--- src/rtl/uart_pkg.sv ---
// Shared types and constants for the UART receiver.
// The PARITY state is only reachable when UART_RX_PARITY_EN is defined.
package uart_pkg;

    localparam int   UART_DATA_BITS  = 8;
    localparam logic UART_IDLE_LEVEL = 1'b1;

    typedef enum logic [2:0] {
        IDLE,
        START,
        DATA,
        PARITY,
        STOP
    } uart_rx_state_t;

    // Even parity: the data bits plus the parity bit must XOR to zero.
    function automatic logic even_parity_bad(input logic [UART_DATA_BITS-1:0] data,
                                             input logic                      par);
        return ^{data, par};
    endfunction

endpackage

--- src/rtl/uart_rx_if.sv ---
// Serial-in / byte-out signal bundle of the UART receiver.
// master: the receiver itself; slave: the board pin driver and byte consumer.
interface uart_rx_if;
    import uart_pkg::*;

    logic                      rx;
    logic [UART_DATA_BITS-1:0] data_out;
    logic                      valid;
    logic                      parity_err;
    logic                      frame_err;
    logic                      busy;

    modport master (
        input  rx,
        output data_out,
        output valid,
        output parity_err,
        output frame_err,
        output busy
    );

    modport slave (
        output rx,
        input  data_out,
        input  valid,
        input  parity_err,
        input  frame_err,
        input  busy
    );

endinterface

--- src/rtl/uart_rx_sync.sv ---
// Two-flop synchronizer for an asynchronous level input.
// Both flops reset to the line idle level so a reset never looks like a start edge.
module uart_rx_sync
    import uart_pkg::*;
(
    input  logic clk,
    input  logic rst_n,
    input  logic d_i,
    output logic q_o
);

    logic meta_q;
    logic sync_q;

    // Two-stage capture of the async input into the clk domain.
    always_ff @(posedge clk or negedge rst_n) begin
        if (!rst_n) begin
            meta_q <= UART_IDLE_LEVEL;
            sync_q <= UART_IDLE_LEVEL;
        end else begin
            meta_q <= d_i;
            sync_q <= meta_q;
        end
    end

    assign q_o = sync_q;

endmodule

--- src/rtl/uart_rx.sv ---
// UART receiver: start bit, 8 data bits LSB first, optional even parity, one stop bit.
// Define UART_RX_PARITY_EN to include the parity bit (11-bit frame); otherwise the
// frame is 10 bits and parity_err is tied low.
//
// state  | meaning
// IDLE   | line idle, waiting for a 1->0 edge on the synchronized rx
// START  | counting half a bit, then confirming the start bit is still low
// DATA   | sampling 8 data bits at their centres, LSB first
// PARITY | sampling the even-parity bit (parity build only)
// STOP   | sampling the stop bit and publishing the byte or a framing error
module uart_rx
    import uart_pkg::*;
#(
    parameter int CLKS_PER_BIT = 16
) (
    input  logic       clk,
    input  logic       rst_n,
    uart_rx_if.master  bus
);

    localparam int CNT_W = $clog2(CLKS_PER_BIT);
    localparam logic [CNT_W-1:0] BIT_LAST  = CNT_W'(CLKS_PER_BIT - 1);
    localparam logic [CNT_W-1:0] HALF_LAST = CNT_W'(CLKS_PER_BIT / 2 - 1);
    localparam logic [2:0]       IDX_LAST  = 3'(UART_DATA_BITS - 1);

    if (CLKS_PER_BIT < 4) begin : g_cpb_check
        $error("uart_rx: CLKS_PER_BIT must be at least 4");
    end

    logic                      rx_s;
    logic                      rx_dly_q;
    uart_rx_state_t            state_q;
    logic [CNT_W-1:0]          cnt_q;
    logic [2:0]                bit_idx_q;
    logic [UART_DATA_BITS-1:0] shift_q;
    logic [UART_DATA_BITS-1:0] data_out_q;
    logic                      valid_q;
    logic                      frame_err_q;
    logic                      busy_q;
`ifdef UART_RX_PARITY_EN
    logic                      par_bad_q;
    logic                      parity_err_q;
`endif

    uart_rx_sync u_sync (
        .clk   (clk),
        .rst_n (rst_n),
        .d_i   (bus.rx),
        .q_o   (rx_s)
    );

    // Delayed copy of the synchronized line for falling-edge detection.
    always_ff @(posedge clk or negedge rst_n) begin
        if (!rst_n) begin
            rx_dly_q <= UART_IDLE_LEVEL;
        end else begin
            rx_dly_q <= rx_s;
        end
    end

    // Frame FSM with baud counter, bit index, shift register and registered outputs.
    always_ff @(posedge clk or negedge rst_n) begin
        if (!rst_n) begin
            state_q      <= IDLE;
            cnt_q        <= '0;
            bit_idx_q    <= '0;
            shift_q      <= '0;
            data_out_q   <= '0;
            valid_q      <= 1'b0;
            frame_err_q  <= 1'b0;
            busy_q       <= 1'b0;
`ifdef UART_RX_PARITY_EN
            par_bad_q    <= 1'b0;
            parity_err_q <= 1'b0;
`endif
        end else begin
            valid_q     <= 1'b0;
            frame_err_q <= 1'b0;
`ifdef UART_RX_PARITY_EN
            parity_err_q <= 1'b0;
`endif
            case (state_q)
                IDLE: begin
                    // A held-low line has rx_dly_q low too, so a break cannot retrigger.
                    if (rx_dly_q && !rx_s) begin
                        state_q <= START;
                        cnt_q   <= '0;
                        busy_q  <= 1'b1;
                    end
                end

                START: begin
                    if (cnt_q == HALF_LAST) begin
                        cnt_q <= '0;
                        if (!rx_s) begin
                            state_q   <= DATA;
                            bit_idx_q <= '0;
                        end else begin
                            state_q <= IDLE;
                            busy_q  <= 1'b0;
                        end
                    end else begin
                        cnt_q <= cnt_q + CNT_W'(1);
                    end
                end

                DATA: begin
                    if (cnt_q == BIT_LAST) begin
                        cnt_q     <= '0;
                        shift_q   <= {rx_s, shift_q[UART_DATA_BITS-1:1]};
                        bit_idx_q <= bit_idx_q + 3'd1;
                        if (bit_idx_q == IDX_LAST) begin
`ifdef UART_RX_PARITY_EN
                            state_q <= PARITY;
`else
                            state_q <= STOP;
`endif
                        end
                    end else begin
                        cnt_q <= cnt_q + CNT_W'(1);
                    end
                end

`ifdef UART_RX_PARITY_EN
                PARITY: begin
                    if (cnt_q == BIT_LAST) begin
                        cnt_q     <= '0;
                        par_bad_q <= even_parity_bad(shift_q, rx_s);
                        state_q   <= STOP;
                    end else begin
                        cnt_q <= cnt_q + CNT_W'(1);
                    end
                end
`endif

                STOP: begin
                    if (cnt_q == BIT_LAST) begin
                        cnt_q   <= '0;
                        state_q <= IDLE;
                        busy_q  <= 1'b0;
                        if (rx_s) begin
                            data_out_q <= shift_q;
                            valid_q    <= 1'b1;
`ifdef UART_RX_PARITY_EN
                            parity_err_q <= par_bad_q;
`endif
                        end else begin
                            frame_err_q <= 1'b1;
                        end
                    end else begin
                        cnt_q <= cnt_q + CNT_W'(1);
                    end
                end

                default: begin
                    state_q <= IDLE;
                    cnt_q   <= '0;
                    busy_q  <= 1'b0;
                end
            endcase
        end
    end

    assign bus.data_out  = data_out_q;
    assign bus.valid     = valid_q;
    assign bus.frame_err = frame_err_q;
    assign bus.busy      = busy_q;
`ifdef UART_RX_PARITY_EN
    assign bus.parity_err = parity_err_q;
`else
    assign bus.parity_err = 1'b0;
`endif

endmodule

--- src/flat_wrapper.sv ---
// flat-port wrapper written by rule: the top's interface ports become plain ports
module uart_rx_flat import uart_pkg::*;
#(
    parameter int CLKS_PER_BIT = 16
)
  (clk, rst_n, bus_rx, bus_data_out, bus_valid, bus_parity_err, bus_frame_err, bus_busy);
  uart_rx_if bus_i ();
  input  logic clk;
  input  logic rst_n;
  input wire logic [$bits(bus_i.rx)-1:0] bus_rx;
  output wire logic [$bits(bus_i.data_out)-1:0] bus_data_out;
  output wire logic [$bits(bus_i.valid)-1:0] bus_valid;
  output wire logic [$bits(bus_i.parity_err)-1:0] bus_parity_err;
  output wire logic [$bits(bus_i.frame_err)-1:0] bus_frame_err;
  output wire logic [$bits(bus_i.busy)-1:0] bus_busy;
  assign bus_i.rx = bus_rx;
  assign bus_data_out = bus_i.data_out;
  assign bus_valid = bus_i.valid;
  assign bus_parity_err = bus_i.parity_err;
  assign bus_frame_err = bus_i.frame_err;
  assign bus_busy = bus_i.busy;
  uart_rx #(.CLKS_PER_BIT(CLKS_PER_BIT)) u_core (.clk(clk), .rst_n(rst_n), .bus(bus_i));
endmodule
--- config.mk ---
export PLATFORM = sky130hd
export DESIGN_NAME = uart_rx_flat
export DESIGN_NICKNAME = d
export VERILOG_FILES = /design/src/rtl/uart_pkg.sv /design/src/rtl/uart_rx_if.sv /design/src/rtl/uart_rx_sync.sv /design/src/rtl/uart_rx.sv /design/src/flat_wrapper.sv
export SDC_FILE = /design/constraint.sdc
export NUM_CORES = 1
export LEC_CHECK = 0
export ABC_AREA = 1
export ABC_CLOCK_PERIOD_IN_PS = 1400
export BUFFER_PORTS_ARGS = -buffer_cell sky130_fd_sc_hd__clkbuf_2
export CAP_MARGIN = 25
export CORE_UTILIZATION = 45
export DETAILED_ROUTE_END_ITERATION = 10
export GPL_TIMING_DRIVEN = 0
export PLACE_DENSITY = 0.66
export RECOVER_POWER = 25
export SLEW_MARGIN = 20
export SYNTH_ARGS = -nofsm -noshare
export SYNTH_HDL_FRONTEND = slang
export SYNTH_SLANG_ARGS = --single-unit
--- constraint.sdc ---
create_clock -name clk -period 1.4 [get_ports clk]
set_clock_uncertainty 0.05 [all_clocks]
set_input_delay 0.07 -clock clk [delete_from_list [all_inputs] [get_ports clk]]
set_output_delay 0.07 -clock clk [all_outputs]
set_load 0.1 [all_outputs]
# == Word-level counts from Yosys, hierarchy flattened ==
# Cells that the tools add are included.
# totals
out_inout_bits,12
reg_bits,32
input_bits,3
elab_cells,63
# op_classes
n_addsub,2
n_bitwise,1
eq_ne,13
reduce_logical,10
mux,26
# ops
op,n
2-to-1 mux 3 bit,8
2-to-1 mux 4 bit,3
case mux 3 bit (4 select lines),1
case mux 4 bit (3 select lines),1
2-to-1 mux 1 bit,10
inequality test 2 x 1 -> 1 bit (second input constant),5
AND reduction 5 bit,2
equality test 3 bit (second input constant),2
case mux 3 bit (2 select lines),1
adder 4 x 1 -> 4 bit (second input constant),1
equality test 4 x 3 -> 1 bit (second input constant),1
equality test 4 bit (second input constant),1
inequality test 2 bit (second input constant),2
case mux 1 bit (4 select lines),1
AND reduction 4 bit,1
adder 3 x 1 -> 3 bit (second input constant),1
equality test 3 x 1 -> 1 bit (second input constant),1
equality test 3 x 2 -> 1 bit (second input constant),1
logical NOT 3 bit,1
AND reduction 3 bit,1
2-to-1 mux 2 bit,1
AND reduction 2 bit,1
nonzero test 2 bit,1
OR reduction 2 bit,1
other kinds (3),3

# == Depth between registers and ports, before layout ==
# Gate-level depths: netlist of run 1.
# depth
depth_word,4
depth_mapped,8
ltp_nobuf,8

# == Modules after synthesis ==
# Synthesis of run 1 repeated with hierarchy kept, for this count alone.
# hier_totals
cells_unflattened,150
hier_area_um2,1422.6
# by_module_without_submodules
module,area_per_inst_um2,seq_area_each_um2,cells_each,n_inst
uart_rx,1370.1,752.0,148,1
uart_rx_sync,52.6,52.6,2,1

# == Worst setup path after synthesis of run 1 ==
# Ideal clock, no wire load.
# synth_timing
path_type,register to register
from,register u_core.cnt_q[0]
to,"register u_core.data_out_q[5], in the netlist u_core.bus.data_out[5]"
t_required_ps,1228
n_path_buf,1
setup_ps,122
setup_slack_ps,-1
t_arrival_ps,1228
path_stages_with_launch,8
synth_period_minus_slack_ps,1401
path_cell_list,dfrtp_1 ha_1 nand2_1 nor2_2 nand4_4 buf_6 nand2_1 o21ai_2
# synth_between
elab_chain_cells,2
# synth_rtl
element,line,text
start: declaration,uart_rx.sv:33,logic [CNT_W-1:0] cnt_q;
start signal: assignment,uart_rx.sv:103,cnt_q <= cnt_q + CNT_W'(1);
start signal: assignment,uart_rx.sv:120,cnt_q <= cnt_q + CNT_W'(1);
start signal: assignment,uart_rx.sv:151,cnt_q <= cnt_q + CNT_W'(1);
equality test 4 bit,uart_rx.sv:137,if (cnt_q == BIT_LAST) begin
AND reduction 3 bit (no line),-,
end signal: assignment,uart_rx.sv:142,data_out_q <= shift_q;
end: declaration,uart_rx.sv:36,logic [UART_DATA_BITS-1:0] data_out_q;
# Every way passes these cells.
# A chain may end at the register's enable or synchronous reset.

# == Worst setup path in the final report of run 1 ==
# layout_timing
from,register u_core.cnt_q[0]
to,"register u_core.data_out_q[6], in the netlist u_core.bus.data_out[6]"
# Same word-level chain as after synthesis.

==> results of run 1 <==
-- cell type report --
class / instances / share of cell area [%]
sequential: 32 / 44.2
multi-input combinational: 99 / 34.3
timing repair buffer: 27 / 11.0
inverter: 16 / 3.29
clock buffer: 8 / 3.23
tap: 31 / 2.13
buffer: 3 / 1.85
-- flip-flops by register name (all words and copies together), names as in the netlist --
register              cells
u_core.bus.frame_err      1
u_core.u_sync.q_o         1
u_core.bus.valid          1
u_core.bus.data_out       8
u_core.rx_dly_q           1
u_core.cnt_q              4
u_core.bus.busy           1
u_core.bit_idx_q          3
u_core.shift_q            8
u_core.state_q            3
u_core.u_sync.meta_q      1
-- worst register-to-register path: stages (launching register included) --
cell	delay [ps]
dfrtp_1	410
ha_4	190
nand2_4	70
nor2_4	130
nand4_4	160
buf_8	190
nand2_2	60
o21ai_2	40
-- metrics by stage --
step	hold WS, ps	setup WS, ps	power (mW)
global placement	116	-96.6	1.94
CTS	303	-35.7	2.59
floorplan	-276	13.6	1.79
finish	281	-15.0	2.82
global route	314	-80.1	2.99
detailed placement	116	-125	1.96
-- repair_timing --
action | CTS | global route
setup endpoints to repair | 23 | 25
hold buffers | 2 | 0
hold endpoints to repair | 30 | 0
buffers inserted | 5 | 5
gates cloned | 1 | 1
resized for setup | 16 | 21
pin swaps | 4 | 8
-- per-layer routing --
metal,GRT usage (%),up-vias
li1,-,544
met5,0,-
met2,32.3,16
met4,10.5,0
met1,21.3,533
met3,6.03,11
-- cell usage in the layout, fill, tap and decap left out, types with 2 or more instances in the layout --
cell / count
nand2_1: 37
dfrtp_1: 28
inv_1: 15
clkbuf_2: 13
o21ai_0: 10
buf_4: 10
nand2_2: 9
o21ai_2: 7
clkbuf_4: 5
nor2_4: 4
nand2_4: 4
nand3_1: 3
nand3_2: 3
nor2_1: 3
buf_6: 3
dfstp_2: 3
nor3_1: 2
nor2_2: 2
nand4_1: 2
a21oi_1: 2
ha_1: 2
clkbuf_1: 2
dlygate4sd3_1: 2
-- kinds of logic (layout without fill, tap and decap cells) --
group                      count (synthesis)  in the layout  share of synthesized area, %
AOI/OAI and AO/OA                         21             21                          9.24
xor gates and xnor gates                   1              1                         0.622
adders and majority gates                  3              3                          2.67
buffers and inverters                     19             54                          6.13
DFF                                       32             32                          57.2
other                                      1              1                         0.266
and+or+nand+nor                           73             73                          23.9
-- power breakdown --
group / switching, mW / internal (mW)
Clock: 0.304 / 0.248
Sequential: 0.152 / 1.04
Combinational: 0.679 / 0.401
-- worst min-delay path by stage --
stage                     depth (start not counted)                      startpoint                               to
after floorplan                                   0                           rst_n  u_core.bit_idx_q[0]$_DFFE_PN0P_
after global placement                            1                          bus_rx   u_core.u_sync.meta_q$_DFF_PN1_
after detailed placement                          1                          bus_rx   u_core.u_sync.meta_q$_DFF_PN1_
after CTS                                         2                           rst_n      u_core.cnt_q[3]$_DFFE_PN0P_
after global routing                              0  u_core.u_sync.meta_q$_DFF_PN1_      u_core.u_sync.q_o$_DFF_PN1_
final                                             2                           rst_n      u_core.cnt_q[3]$_DFFE_PN0P_
==> reports/metrics.csv, run 1 <==
metric;value;unit
slowest stage cell, crit path;dfrtp_1;
Die Height;57.9;um
later-pin clock latency in the skew report;340;ps
CTS Buf Count;5;
delay-heaviest family, CP;flip-flops;
DIE WIDTH;57.9;um
DR pass1 iterations;4;
Initial Util;49.3;%
min Tclk post-route;1420;ps
final setup violating endpoints;4;
count of flip-flops with a built-in enable after synthesis;0;
Slew HR;47.6;%
worst setup path endpoint;u_core.bus.data_out[6]$_DFFE_PN0P_;
pwr dens;1550;mW/mm^2
row count;19;
Final Max Slew Viols;0;
Worst Setup SP;u_core.cnt_q[0]$_DFFE_PN0P_;
wire per inst;13.3;um
Total GRT Usage;19.1;%
area growth from synthesis to layout;29.5;%
vias;1104;
Gate Count Post-Synth;150;
maximum VDD drop;0.000656;V
Final Hold Vio Count;0;
ANT nets after route;0;
Yosys reg bits;32;
r2r worst-path depth;7;
Synth async-reset ratio;100;%
number of global-route vias before repair;1105;
final wirelength;2880;um
CP startpoint kind;register;
initial antenna violation count;0;
Die Area;0.00336;mm^2
vias per inst;5.11;
Final nets;190;
most frequent cell after synthesis;nand2_1;
# fillers;249;
WL met3;85;um
critical path class;reg2reg;
WP data required;1580;ps
fin area;0.00182;mm^2
unrepaired setup endpoints after global routing;true;
io pins;15;
# H-tree levels;2;
achievable frequency;707;MHz
routability cong.;0.819;
area of the multi-input gates;626;um^2
Synth Cell Area;0.00141;mm^2
max-capacitance violation count;0;
Area after DPL;0.00151;mm^2
Yosys warning count;0;
Antenna diodes;0;
grt total ovfl;0;
clk buf depth;2;
port buffer count;13;
CP peak stage delay;410;ps
Cell variety after synth;25;
detailed placement HPWL;1790;um
register area share after synthesis;57.2;%
post-synth net total;156;
layout cells sized above 1;38.4;%
Clock Pin Slew Worst Setup and Hold Paths;100;ps
most frequent cells after synthesis;nand2_1, dfrtp_1, inv_1;
post-layout util;63.9;%
Yosys top cell by area;dfrtp_1;
largest net degree at the start of global routing;33;
worst path cell trace;ha_4 -> nand2_4 -> nor2_4 -> nand4_4 -> buf_8 -> nand2_2 -> o21ai_2;
placed cells;194;
worst slew pin tran;786;ps
DRC viols;0;
status;complete, but fails checks;
CTS tree;done;
Lkg Pwr;0.933;nW
clk sinks;32;
reg2reg setup slack;-20;ps
setup_tns;-36.4;ps
metal2 WL;1450;um
worst r2r src;u_core.cnt_q[0]$_DFFE_PN0P_;
met1 wire length;1240;um
violated checks;negative setup slack;
Non-Filler Instances;216;
root buf cell;clkbuf_4;
Arrival @ worst endpoint;1590;ps
DRT iter0 DRCs;14;
Reg-to-Reg End;u_core.bus.data_out[6]$_DFFE_PN0P_;
Worst Path Max Fanout;5;
WP depth;7;
Hold Crit Class;in2async;
crit path capture type;register;
CP bufs+invs;1;
fin crit share;101;%
Final WS setup;-15.0;ps
core area;0.00285;mm^2
first-pass GRT wire length;4690;um
Register Area;806;um^2
max layer used;met4;
largest cells by area after synthesis;dfrtp_1, nand2_1, dfstp_2, o21ai_0, inv_1;
Synth Area per Inst;9.38;um^2
commonest register cell after synthesis;dfrtp_1;
post-synth top area share;51.6;%
No activity file was read; power rests on OpenSTA's default activity.
==> run 2: changes to the inputs <==
--- a/constraint.sdc
+++ b/constraint.sdc
@@ -3,3 +3,3 @@
 set_input_delay 0.07 -clock clk [delete_from_list [all_inputs] [get_ports clk]]
 set_output_delay 0.07 -clock clk [all_outputs]
-set_load 0.1 [all_outputs]
+set_load 0.05 [all_outputs]
==> reports/metrics.csv, run 2 (same netlist as run 1, synthesis figures left out) <==
metric;value;unit;change
Arrival @ worst endpoint;1590;ps;about the same
Fin Hold WS;283;ps;+2.41 ps
Register Area;807;um^2;+0.16%
maximum VDD drop;0.000725;V;+11%
initial antenna violation count;0;;unchanged
# fillers;236;;-5.2%
Total GRT Usage;19.8;%;+0.68 points
Non-Filler Instances;216;;unchanged
final setup violating endpoints;5;;+1
wire per inst;13.6;um;+1.9%
area of the multi-input gates;607;um^2;-3.0%
status;complete, but fails checks;;
DIE WIDTH;57.9;um;unchanged
port buffer count;13;;unchanged
detailed placement HPWL;1880;um;+5.0%
most common cell after layout, fill and taps aside;nand2_1;;
min Tclk post-route;1410;ps;-3.70 ps
clk buf depth;2;;unchanged
row count;19;;unchanged
WP data required;1580;ps;about the same
WL met3;138;um;+62%
vias;1105;;+0.091%
Area after DPL;0.00151;mm^2;-0.17%
area growth from synthesis to layout;29.9;%;
Slew HR;48.3;%;+0.67 points
routability cong.;0.819;;about the same
CP startpoint kind;register;;
Die Area;0.00336;mm^2;unchanged
CTS Buf Count;5;;unchanged
Initial Util;49.3;%;unchanged
Lkg Pwr;0.931;nW;-0.24%
DRC viols;0;;unchanged
Final Max Slew Viols;0;;unchanged
Tot Pwr;2.76;mW;-2.2%
CTS tree;done;;
# H-tree levels;2;;unchanged
io pins;15;;unchanged
critical path class;reg2reg;;
Antenna diodes;0;;unchanged
final wirelength;2930;um;+1.9%
Final WS setup;-11.3;ps;+3.70 ps
later-pin clock latency in the skew report;340;ps;about the same
Final nets;190;;unchanged
placed cells;194;;unchanged
DR pass1 iterations;4;;unchanged
max-capacitance violation count;0;;unchanged
met1 wire length;1170;um;-5.9%
largest net degree at the start of global routing;33;;unchanged
reg2reg setup slack;-10;ps;about the same
core area;0.00285;mm^2;unchanged
crit path capture type;register;;
violated checks;negative setup slack;;
worst slew pin tran;776;ps;-10.1 ps
grt total ovfl;0;;unchanged
metal2 WL;1570;um;+8.1%
clk sinks;32;;unchanged
vias per inst;5.12;;about the same
number of global-route vias before repair;1132;;+2.4%
pwr dens;1510;mW/mm^2;-2.5%
unrepaired setup endpoints after global routing;true;;
max layer used;met4;;
achievable frequency;709;MHz;+0.26%
ANT nets after route;0;;unchanged
Die Height;57.9;um;unchanged
Final Hold Vio Count;0;;unchanged
Hold Crit Class;in2async;;
first-pass GRT wire length;4860;um;+3.8%
layout cells sized above 1;38.9;%;+0.54 points
fin crit share;101;%;-0.26 points
DRT iter0 DRCs;26;;+12
Clock Pin Slew Worst Setup and Hold Paths;100;ps;about the same
fin area;0.00183;mm^2;+0.27%
root buf cell;clkbuf_4;;
Worst Path Max Fanout;5;;unchanged
commonest cells after routing, fill and taps aside;nand2_1, dfrtp_1, inv_1;;
==> run 2: where the power goes <==
group          leakage (nW)  switching (mW)  internal (mW)
combinational         0.467           0.596          0.367
clock                0.0386           0.311          0.295
sequential            0.426           0.150           1.04
==> run 2: layout make-up <==
class / instances / area share, %
Inverter: 16 / 3.42
Tap cell: 31 / 2.12
Timing Repair Buffer: 27 / 11.5
Multi-Input combinational cell: 99 / 33.2
Buffer: 3 / 1.85
Sequential cell: 32 / 44.1
Clock buffer: 8 / 3.76
==> run 2: path summary, 6_finish.rpt <==
check | from | end | depth (start not counted)
setup / recovery | u_core.cnt_q[0]$_DFFE_PN0P_ | u_core.bus.data_out[5]$_DFFE_PN0P_ | 7
hold / removal | rst_n | u_core.bus.data_out[7]$_DFFE_PN0P_ | 2
setup reg to reg | u_core.cnt_q[0]$_DFFE_PN0P_ | u_core.bus.data_out[5]$_DFFE_PN0P_ | 7
hold reg to reg | u_core.u_sync.meta_q$_DFF_PN1_ | u_core.u_sync.q_o$_DFF_PN1_ | 0
max in group asynchronous | rst_n | u_core.state_q[2]$_DFFE_PN0P_ | 2
min in group clk | u_core.u_sync.meta_q$_DFF_PN1_ | u_core.u_sync.q_o$_DFF_PN1_ | 0
==> run 2: stage by stage <==
step | TNS [ps] | setup WS [ps] | utilization, %
6_report | -26.4 | -11.3 | 64.1
5_1_grt | -1080 | -87.5 | 64.1
4_1_cts | -27.4 | -13.1 | 60.4
3_5_place_dp | -1770 | -161 | 53.0
3_3_place_gp | -1060 | -118 | 53.0
2_1_floorplan | 0 | 10.3 | -
==> run 2: worst max-delay path: stages, from the launching register on <==
cell     delay, ps
dfrtp_1        410
ha_4           180
nand2_4         60
nor2_4         120
nand4_4        180
buf_8          200
nand2_4         50
o21ai_2         50
==> run 2: routing by layer <==
metal	vias to the layer above	global-route usage, %
li1	545	-
met4	0	9.18
met3	8	6.03
met1	525	21.4
met5	-	0
met2	27	35.3
==> run 2: what timing repair did <==
item,4_1_cts,5_1_grt
pin swaps,4,10
hold buffers,2,0
gates resized for setup,15,23
setup buffers,7,4
endpoints found under the hold margin,30,0
gates cloned,1,0
endpoints found under the setup margin,24,26
